### config.mk
export PLATFORM = sky130hd
export DESIGN_NAME = aq_mmu_utlb_arb
export DESIGN_NICKNAME = d
export VERILOG_FILES = /design/src/rtl/aq_mmu_utlb_arb.sv
export SDC_FILE = /design/constraint.sdc
export NUM_CORES = 1
export LEC_CHECK = 0
export ABC_CLOCK_PERIOD_IN_PS = 2900
export CAP_MARGIN = 30
export CORE_MARGIN = 4
export CORE_UTILIZATION = 38
export DETAILED_ROUTE_END_ITERATION = 10
export HOLD_SLACK_MARGIN = 0.06
export PLACE_DENSITY = 0.95
export SLEW_MARGIN = 20
export SYNTH_ARGS = -nofsm -noshare
export SYNTH_HDL_FRONTEND = slang
export SYNTH_SLANG_ARGS = --single-unit
### constraint.sdc
create_clock -name mmu_top_clk -period 2.9 [get_ports mmu_top_clk]
set_clock_uncertainty 0.2 [all_clocks]
set_input_delay 0.58 -clock mmu_top_clk [delete_from_list [all_inputs] [get_ports mmu_top_clk]]
set_output_delay 0.58 -clock mmu_top_clk [all_outputs]
set_load 0.02 [all_outputs]
### src/rtl/aq_mmu_utlb_arb.sv
// Arbiter between the I-side and D-side micro-TLB refill requests for a single
// JTLB lookup port; grants one owner at a time and holds its fields until it completes.
module aq_mmu_utlb_arb (
    input  logic        mmu_top_clk,
    input  logic        cpurst_b,
    input  logic        iutlb_arb_req,
    input  logic [27:0] iutlb_arb_vpn,
    input  logic [15:0] iutlb_arb_asid,
    input  logic [1:0]  iutlb_arb_mode,
    input  logic        iutlb_arb_mach,
    input  logic        iutlb_arb_cmplt,
    input  logic        dutlb_arb_req,
    input  logic [27:0] dutlb_arb_vpn,
    input  logic [15:0] dutlb_arb_asid,
    input  logic [1:0]  dutlb_arb_mode,
    input  logic        dutlb_arb_mach,
    input  logic        dutlb_arb_read,
    input  logic        dutlb_arb_cmplt,
    input  logic        cp0_mmu_lpmd_req,
    output logic        arb_iutlb_grant,
    output logic        arb_dutlb_grant,
    output logic        arb_jtlb_req,
    output logic [27:0] arb_jtlb_vpn,
    output logic [15:0] arb_jtlb_asid,
    output logic [1:0]  arb_jtlb_mode,
    output logic        arb_jtlb_mach,
    output logic        arb_jtlb_read,
    output logic        arb_jtlb_src,
    output logic [1:0]  arb_top_cur_st,
    output logic        arb_cp0_no_op
);

    localparam int unsigned VPN_W  = 28;
    localparam int unsigned ASID_W = 16;
    localparam int unsigned MODE_W = 2;

    typedef enum logic [1:0] {
        ST_IDLE  = 2'b00,
        ST_GRANT = 2'b01,
        ST_BUSY  = 2'b10
    } arb_st_e;

    arb_st_e             cur_st;
    logic                last_src;
    logic                src;
    logic [VPN_W-1:0]    vpn_q;
    logic [ASID_W-1:0]   asid_q;
    logic [MODE_W-1:0]   mode_q;
    logic                mach_q;
    logic                read_q;

    logic in_idle;
    logic can_grant;
    logic i_win;
    logic d_win;
    logic owner_cmplt;

    // Grants are decoded in the IDLE cycle itself; a tie goes to the side not served last.
    assign in_idle     = (cur_st == ST_IDLE);
    assign can_grant   = cpurst_b & in_idle & ~cp0_mmu_lpmd_req;
    assign i_win       = can_grant & iutlb_arb_req & (~dutlb_arb_req | last_src);
    assign d_win       = can_grant & dutlb_arb_req & (~iutlb_arb_req | ~last_src);
    assign owner_cmplt = src ? dutlb_arb_cmplt : iutlb_arb_cmplt;

    always_ff @(posedge mmu_top_clk) begin
        if (!cpurst_b) begin
            cur_st   <= ST_IDLE;
            last_src <= 1'b1;
            src      <= 1'b0;
            vpn_q    <= '0;
            asid_q   <= '0;
            mode_q   <= '0;
            mach_q   <= 1'b0;
            read_q   <= 1'b0;
        end else begin
            case (cur_st)
                ST_IDLE: begin
                    if (i_win) begin
                        cur_st   <= ST_GRANT;
                        last_src <= 1'b0;
                        src      <= 1'b0;
                        vpn_q    <= iutlb_arb_vpn;
                        asid_q   <= iutlb_arb_asid;
                        mode_q   <= iutlb_arb_mode;
                        mach_q   <= iutlb_arb_mach;
                        read_q   <= 1'b1;
                    end else if (d_win) begin
                        cur_st   <= ST_GRANT;
                        last_src <= 1'b1;
                        src      <= 1'b1;
                        vpn_q    <= dutlb_arb_vpn;
                        asid_q   <= dutlb_arb_asid;
                        mode_q   <= dutlb_arb_mode;
                        mach_q   <= dutlb_arb_mach;
                        read_q   <= dutlb_arb_read;
                    end
                end
                ST_GRANT: cur_st <= ST_BUSY;
                // Only the current owner's completion releases the port.
                ST_BUSY: begin
                    if (owner_cmplt) begin
                        cur_st <= ST_IDLE;
                    end
                end
                default: cur_st <= ST_IDLE;
            endcase
        end
    end

    assign arb_iutlb_grant = i_win;
    assign arb_dutlb_grant = d_win;
    assign arb_jtlb_req    = cpurst_b & (cur_st == ST_GRANT);
    assign arb_jtlb_vpn    = vpn_q;
    assign arb_jtlb_asid   = asid_q;
    assign arb_jtlb_mode   = mode_q;
    assign arb_jtlb_mach   = mach_q;
    assign arb_jtlb_read   = read_q;
    assign arb_jtlb_src    = src;
    assign arb_top_cur_st  = cur_st;
    assign arb_cp0_no_op   = in_idle & ~iutlb_arb_req & ~dutlb_arb_req;

endmodule

Yosys cells after proc, flatten, opt, wreduce, memory -nomap -nowiden --
Index checks and enable logic that the tools add are counted.
Storage, ports and cells: memories 0, RAM bits 0, word-level logic and storage cells 48, output and inout port bits 55, latch bits 0, register bits 52, memory bits (read-only) 0, input bits 102
Cells by class: reduce and logical (&&, ||, !) cells 4, equal/unequal tests 4, div/mod/pow operators 0, multipliers 0, bitwise operators 15, $add $sub $neg 0, shift-type cells 0, mux-type cells 17, magnitude comparators 0
Operators by type and width (count):
- 28-bit two-way mux | 2
- 16-bit two-way mux | 2
- 2-bit two-way mux | 5
- 1-bit bitwise AND | 9
- 1-bit two-way mux | 7
- 2-bit one-hot mux with 3 select lines | 1
- 1-bit inverter | 4
- 2-bit AND reduction | 2
- 3-bit inequality test, second input constant | 1
- 2-bit by 1-bit equality test with 1-bit output, second input constant | 1
- 2-bit equality test, second input constant | 1
- 2-bit logical NOT | 1
- 2-bit inequality test, second input constant | 1
- 1-bit OR | 2
- 2-bit nonzero test | 1

Depth between registers and ports, before layout --
Gate-level depths: netlist (run 1).
depth in word-level cells 8, mapped depth 6, depth with buffers taken out 3

Least setup slack after synthesis (run 1) --
Ideal clock, no wire load.
kind input to output, start point in cpurst_b, end point out arb_iutlb_grant, data required time 2120 ps, arrival time 1843 ps, setup slack 277 ps, stages on the path 3, path buffers 1, cell sequence buf_2 -> or4b_2 -> nor3_1
On the way: longest elaborated chain between the ends 4
RTL lines:
- from (decl) | line 5 | input logic cpurst_b,
- 1-bit bitwise AND (2 in series) | line 60 | assign can_grant = cpurst_b & in_idle & ~cp0_mmu_lpmd_req;
- 1-bit bitwise AND (2 in series) | line 61 | assign i_win = can_grant & iutlb_arb_req & (~dutlb_arb_req | last_src);
- to (decl) | line 20 | output logic arb_iutlb_grant,
Every way passes these cells.

Worst setup path in the final report (run 1) --
start point in cp0_mmu_lpmd_req, end point out arb_iutlb_grant
On the way: longest elaborated chain between the ends 4
RTL lines:
- from (decl) | line 19 | input logic cp0_mmu_lpmd_req,
- 1-bit inverter | line 60
- 1-bit bitwise AND | line 60
- 1-bit bitwise AND (2 in series) | line 61
Every way passes these cells.

==> results of run 1 <==
[layout by cell type (no fill, tap or decap), types with 2 or more instances in the layout]
cell	synthesis	layout
a21oi_1	2	2
a22oi_1	47	47
buf_2	9	3
buf_4	0	13
clkbuf_8	0	7
clkdlybuf4s50_1	0	153
dfxtp_1	52	52
inv_1	4	4
nand2_1	48	48
o32ai_1	47	47
[sequential cells by signal, summed over array words and instances (netlist names)]
| name | count |
|---|---|
| arb_jtlb_mode | 2 |
| arb_jtlb_read | 1 |
| arb_jtlb_src | 1 |
| arb_jtlb_mach | 1 |
| arb_jtlb_vpn | 28 |
| arb_top_cur_st | 2 |
| last_src | 1 |
| arb_jtlb_asid | 16 |
[through the flow]
stage	instances	hold slack, ns	setup slack, ns
after floorplan	246	0.2706	0.2770
after global placement	457	0.2348	-0.3405
after detailed placement	457	0.2392	-0.3574
after CTS	465	0.2532	0.01342
after global routing	465	0.2808	0.01595
final	465	0.2501	0.03490
[layer usage]
layer  vias to the layer above  global-route usage, %  wire, um
li1                       1258                      -         -
met1                      1225                  24.14      2972
met2                       113                  38.84      4180
met3                        12                  5.922       720
met4                         0                  5.899       152
met5                         -                      0         0
[worst max path at each step]
stage | cells after the start | startpoint | to | slack [ns]
6_report | 4 | cp0_mmu_lpmd_req | arb_iutlb_grant | 0.03
5_1_grt | 4 | cp0_mmu_lpmd_req | arb_iutlb_grant | 0.02
4_1_cts | 4 | cp0_mmu_lpmd_req | arb_dutlb_grant | 0.01
3_5_place_dp | 4 | cp0_mmu_lpmd_req | arb_iutlb_grant | -0.36
3_3_place_gp | 4 | cp0_mmu_lpmd_req | arb_iutlb_grant | -0.34
2_1_floorplan | 3 | cpurst_b | arb_iutlb_grant | 0.28
[where the power goes]
group / leakage, nW / internal [mW] / switching [mW] / total (mW)
registers: 0.432 / 0.792 / 0.0388 / 0.831
logic: 1.11 / 0.332 / 0.278 / 0.610
clock network: 0.0645 / 0.305 / 0.226 / 0.531
total: 1.61 / 1.43 / 0.542 / 1.97
[area by class of cell]
| cell class | instances | area [um^2] | area share (%) |
|---|---|---|---|
| clock inverter | 1 | 30.03 | 0.7467 |
| tap | 72 | 90.09 | 2.240 |
| multi-input combinational | 159 | 1094 | 27.19 |
| timing repair buffer | 170 | 1655 | 41.16 |
| clock buffer | 7 | 96.34 | 2.396 |
| inverter | 4 | 15.01 | 0.3734 |
| sequential | 52 | 1041 | 25.89 |
[worst reg2reg max path, cell delays in order (launching register included)]
cell and delay [ns]:
dfxtp_1 0.32, buf_4 0.15, nor4b_4 0.42, buf_4 0.39
a22oi_1 0.17
[what timing repair did]
| action | 4_1_cts | 5_1_grt |
|---|---|---|
| gates resized for setup | 8 | 3 |
| buffers inserted | 0 | 0 |
| setup endpoints to repair | 2 | 2 |
[kinds of logic (layout without fill, tap and decap cells)]
logic type	after synthesis	count (layout)	share of synthesized area, %
buffers and inverters	35	182	6.611
muxes	1	1	0.4408
AOI/OAI and AO/OA	101	101	35.92
and+or+nand+nor	57	57	11.18
DFF	52	52	45.84
==> impl_metrics.yaml, run 1 <==
run_status:
  status: "finished clean"
global_routing:
  grt_pass1_wl_um: 12880
  antenna_found_initial: 0
  grtUsageTotal_pct: 21.31
  grt_overflow: 0
  grt_pass1_vias: 2661
  grt_max_degree: 52
logic_synthesis:
  yosys_warnings: 0
  synth_common_cells: "dfxtp_1, nand2_1, a22oi_1, o32ai_1, clkbuf_1"
  synth_edf_count: 0
  synth_area_leaders: "dfxtp_1, o32ai_1, a22oi_1"
  yosysTopAreaCellShare_pct: 45.84
  synthArstFlopShare_pct: 0
  postSynthAreaPerCell_um2: 9.231
  synth_flop_cell: "dfxtp_1"
  synth_top_cell_by_area: "dfxtp_1"
  ys_ff_latch: 52
  synth_area_mm2: 0.002271
  synth_cells: 246
  syn_nets: 348
  yosys.cell_count.top_type: "dfxtp_1"
  ys_seq_area_share_pct: 45.84
  yosysUniqueCellTypes: 23
critical_path:
  critical_path.n_buffers_inverters: 2
  cp.required_ns: 2.12
  timing.rr.start: "arb_top_cur_st[1]"
  worstPathArrival_ns: 2.09
  critical_path_class: "input pin to output pin"
  reg2reg_slack_ns: 1.11
  worstPathCellList: "clkdlybuf4s50_1, or4b_2, nor3_1, buf_2"
  r2r_end: "arb_jtlb_mach"
  critPathTopFamily: "simple AND/OR/NAND/NOR gates"
  worst_path_largest_cell_delay_ns: 0.67
  timing.critical_path.to_type: "output pin"
  cp_max_fo: 3
  cp-start-kind: "input pin"
  worstRegToRegCells: 4
  slowest_stage: "or4b_2"
cells_and_area:
  area_growth_pct: 77.08
  fill_cells: 440
  drive_above_1_share_pct: 7.888
  fin_area_mm2: 0.004021
  antenna_cells: 0
  post-route-util_pct: 71.28
  fin_nets: 494
die:
  start_util_pct: 40.25
  die_y_um: 85.31
  die-area_mm2: 0.007277
  io_pins: 157
  die_w_um: 85.31
  core_area_mm2: 0.005642
  rows: 27
min_path:
  hold_class: "register to register"
  hold-path-endpoint: "arb_jtlb_read"
  holdCritStartpoint: "arb_jtlb_read"
  worstHoldPathCells: 2
placement:
  dpl.hpwl_um: 5875
  portBuffers: 156
  place_area_mm2: 0.003899
  routabilityCongestion: 0.8354
detailed_routing:
  ant_nets: 0
  drt-wirelength-per-cell_um: 17.26
  drc: 0
  vias: 2608
  drt_iter0_drc: 100
  routed_wl_um: 8026
  routed_via_density: 5.609
  dr.pass1.iters: 4
clock_tree:
  htree_num_levels: 2
  numCtsBuffers: 5
  ctsRootBufferMaster: "clkbuf_8"
  clk_pin_slew_ns: 0.09
  cts_hold_buf: 0
  cts_num_sinks: 52
  clock_latency_ns: 0.29
  cts_tree: "done"
  clock_path_buffers: 2
timing:
  finalSetupViolations: 0
  hold_violations: 0
  fin_crit_sh_pct: 98.80
  rsz0062_at_grt: "no"
  worstMarginPinSlew_ns: 0.5057
  drv_slew: 0
  fmax_mhz: 349.0
  fin_setup_tns_ns: 0
  fin_crit_ns: 2.865
  relSlewSlack_pct: 66.29
power:
  power_density_mw_per_mm2: 490.2
  max-vdd-ir-drop_mv: 0.3405
  leakage_nw: 1.609
  power.total_mw: 1.971
job:
  drv_cap: 0
Power figures use the tool's default switching activity.
==> inputs of run 2 (changes only) <==
--- a/config.mk
+++ b/config.mk
@@ -5,7 +5,7 @@
 export SDC_FILE = /design/constraint.sdc
 export NUM_CORES = 1
 export LEC_CHECK = 0
-export ABC_CLOCK_PERIOD_IN_PS = 2900
+export ABC_CLOCK_PERIOD_IN_PS = 3600
 export CAP_MARGIN = 30
 export CORE_MARGIN = 4
 export CORE_UTILIZATION = 38
==> constraint.sdc (replaced) <==
create_clock -name mmu_top_clk -period 3.6 [get_ports mmu_top_clk]
set_clock_uncertainty 0.2 [all_clocks]
set_input_delay 0.72 -clock mmu_top_clk [delete_from_list [all_inputs] [get_ports mmu_top_clk]]
set_output_delay 0.72 -clock mmu_top_clk [all_outputs]
set_load 0.02 [all_outputs]
==> run 2 against run 1 <==
Effect of this change: clock power fell by 19%; non-clock buffer count is 6 lower; sequential power fell by 19%; register-to-register slack improved by 0.65 ns; sequential share of layout area grew 0.14 points; global-route usage grew 0.68 points; first-iteration DRC count down 5.0%; clock-buffer cell count stayed put; flip-flop and latch count is the same; wire length increased by 3.9%; total power shrank 19%; cell count decreased by 1.3%.
==> impl_metrics.yaml, run 2 (synthesis results as in run 1) <==
cells_and_area:
  regArea_mm2: 0.001041
  drive_above_1_share_pct: 5.685
  post-route-util_pct: 70.90
  layout.cells.non_filler: 459
  area_growth_pct: 76.14
  fin_area_mm2: 0.004000
  fin_nets: 488
  multi_input_area_mm2: 0.001091
  final_cell_mix: "clkdlybuf4s50_1, dfxtp_1, nand2_1"
  fill_cells: 427
  antenna_cells: 0
  largest_reg_flops: 28
  layout_commonest_cell: "clkdlybuf4s50_1"
placement:
  dpl.cell_count: 451
  portBuffers: 156
  routabilityCongestion: 0.7980
  dpl.hpwl_um: 6033
  pre_cts_ws_ns: 0.05594
  place_area_mm2: 0.003874
critical_path:
  r2r_end: "arb_jtlb_mach"
  reg2reg_slack_ns: 1.76
  worstSetupEndpoint: "arb_iutlb_grant"
  timing.rr.start: "arb_top_cur_st[1]"
  worst_path_largest_cell_delay_ns: 0.66
  cp_max_fo: 3
  critical_path_class: "input pin to output pin"
  worstPathArrival_ns: 2.64
  cp-start-kind: "input pin"
  worstPathCellList: "clkdlybuf4s50_1, or4b_2, nor3_1, clkdlybuf4s50_1"
  slowest_stage: "or4b_2"
  worstSetupPathDepth: 4
  critPathLaunch: "cp0_mmu_lpmd_req"
  timing.critical_path.to_type: "output pin"
  critPathTopFamily: "buffers and inverters"
  cp.required_ns: 2.68
  worstRegToRegCells: 4
  critical_path.n_buffers_inverters: 2
  crit_top_cell: "clkdlybuf4s50_1"
clock_tree:
  numCtsBuffers: 5
  post_cts_resized: 0
  cts_tree: "done"
  ctsRootBufferMaster: "clkbuf_8"
  clock_path_buffers: 2
  clock_latency_ns: 0.30
  htree_num_levels: 2
  cts_hold_buf: 0
  postCtsSetupBuffers: 0
  clk_pin_slew_ns: 0.09
  cts_num_sinks: 52
global_routing:
  grt_overflow: 0
  grt_pass1_vias: 2706
  grtUsageTotal_pct: 21.99
  grt_pass1_wl_um: 13210
  antenna_found_initial: 0
  grt_max_degree: 52
detailed_routing:
  wl_met2_um: 4426
  ant_nets: 0
  vias: 2647
  dr_wl_met3_um: 666
  wl_met1_um: 3036
  drt_iter0_drc: 95
  routed_via_density: 5.767
  routed_wl_um: 8342
  drc: 0
  drt-wirelength-per-cell_um: 18.17
  route.top_layer_used: "met4"
  dr.pass1.iters: 4
timing:
  rsz0062_at_grt: "no"
  fin_setup_tns_ns: 0
  fmax_mhz: 280.8
  relSlewSlack_pct: 51.61
  fin_crit_sh_pct: 98.91
  drv_slew: 0
  hold_ws_ns: 0.2594
  fin_crit_ns: 3.561
  setup_ws_ns: 0.03922
  hold_violations: 0
  worstMarginPinSlew_ns: 0.7231
  finalSetupViolations: 0
die:
  die_y_um: 85.31
  die_w_um: 85.31
  die-area_mm2: 0.007277
  start_util_pct: 40.25
  rows: 27
  core_area_mm2: 0.005642
  io_pins: 157
power:
  power_density_mw_per_mm2: 398.0
  leakage_nw: 1.583
  max-vdd-ir-drop_mv: 0.3042
  power.total_mw: 1.592
job:
  drv_cap: 0
run_status:
  status: "finished clean"
min_path:
  hold_class: "register to register"
## run 2: worst register-to-register path: stages (launching register included)
cell	delay [ns]
dfxtp_1	0.38
nor4b_4	0.43
o21ai_4	0.29
buf_16	0.25
a22oi_1	0.19
## run 2: where the power goes
| part | internal (mW) | leakage, nW | switching [mW] | total, mW |
|---|---|---|---|---|
| Sequential | 0.638 | 0.432 | 0.0334 | 0.671 |
| Combinational | 0.267 | 1.09 | 0.224 | 0.490 |
| Clock | 0.245 | 0.0645 | 0.185 | 0.430 |
| Total | 1.15 | 1.58 | 0.442 | 1.59 |
## run 2: area by class of cell
type	instances	share of cell area, %
Clock buffer	7	2.409
Clock inverter	1	0.7507
Inverter	4	0.3754
Sequential cell	52	26.02
Multi-Input combinational cell	159	27.28
Tap cell	72	2.252
Timing Repair Buffer	164	40.91
## run 2: routing by layer
layer | track usage (%) | vias to the layer above
li1 | - | 1243
met1 | 23.19 | 1269
met2 | 41.74 | 118
met3 | 6.408 | 17
met4 | 6.475 | 0
met5 | 0 | -
## run 2: how the worst min path moves through the flow
stage,startpoint,end,depth (start not counted)
after floorplan,last_src,last_src,1
after global placement,arb_jtlb_read,arb_jtlb_read,2
after detailed placement,arb_jtlb_read,arb_jtlb_read,2
after CTS,arb_jtlb_read,arb_jtlb_read,2
after global routing,arb_jtlb_vpn[16],arb_jtlb_vpn[16],2
final,arb_jtlb_read,arb_jtlb_read,2
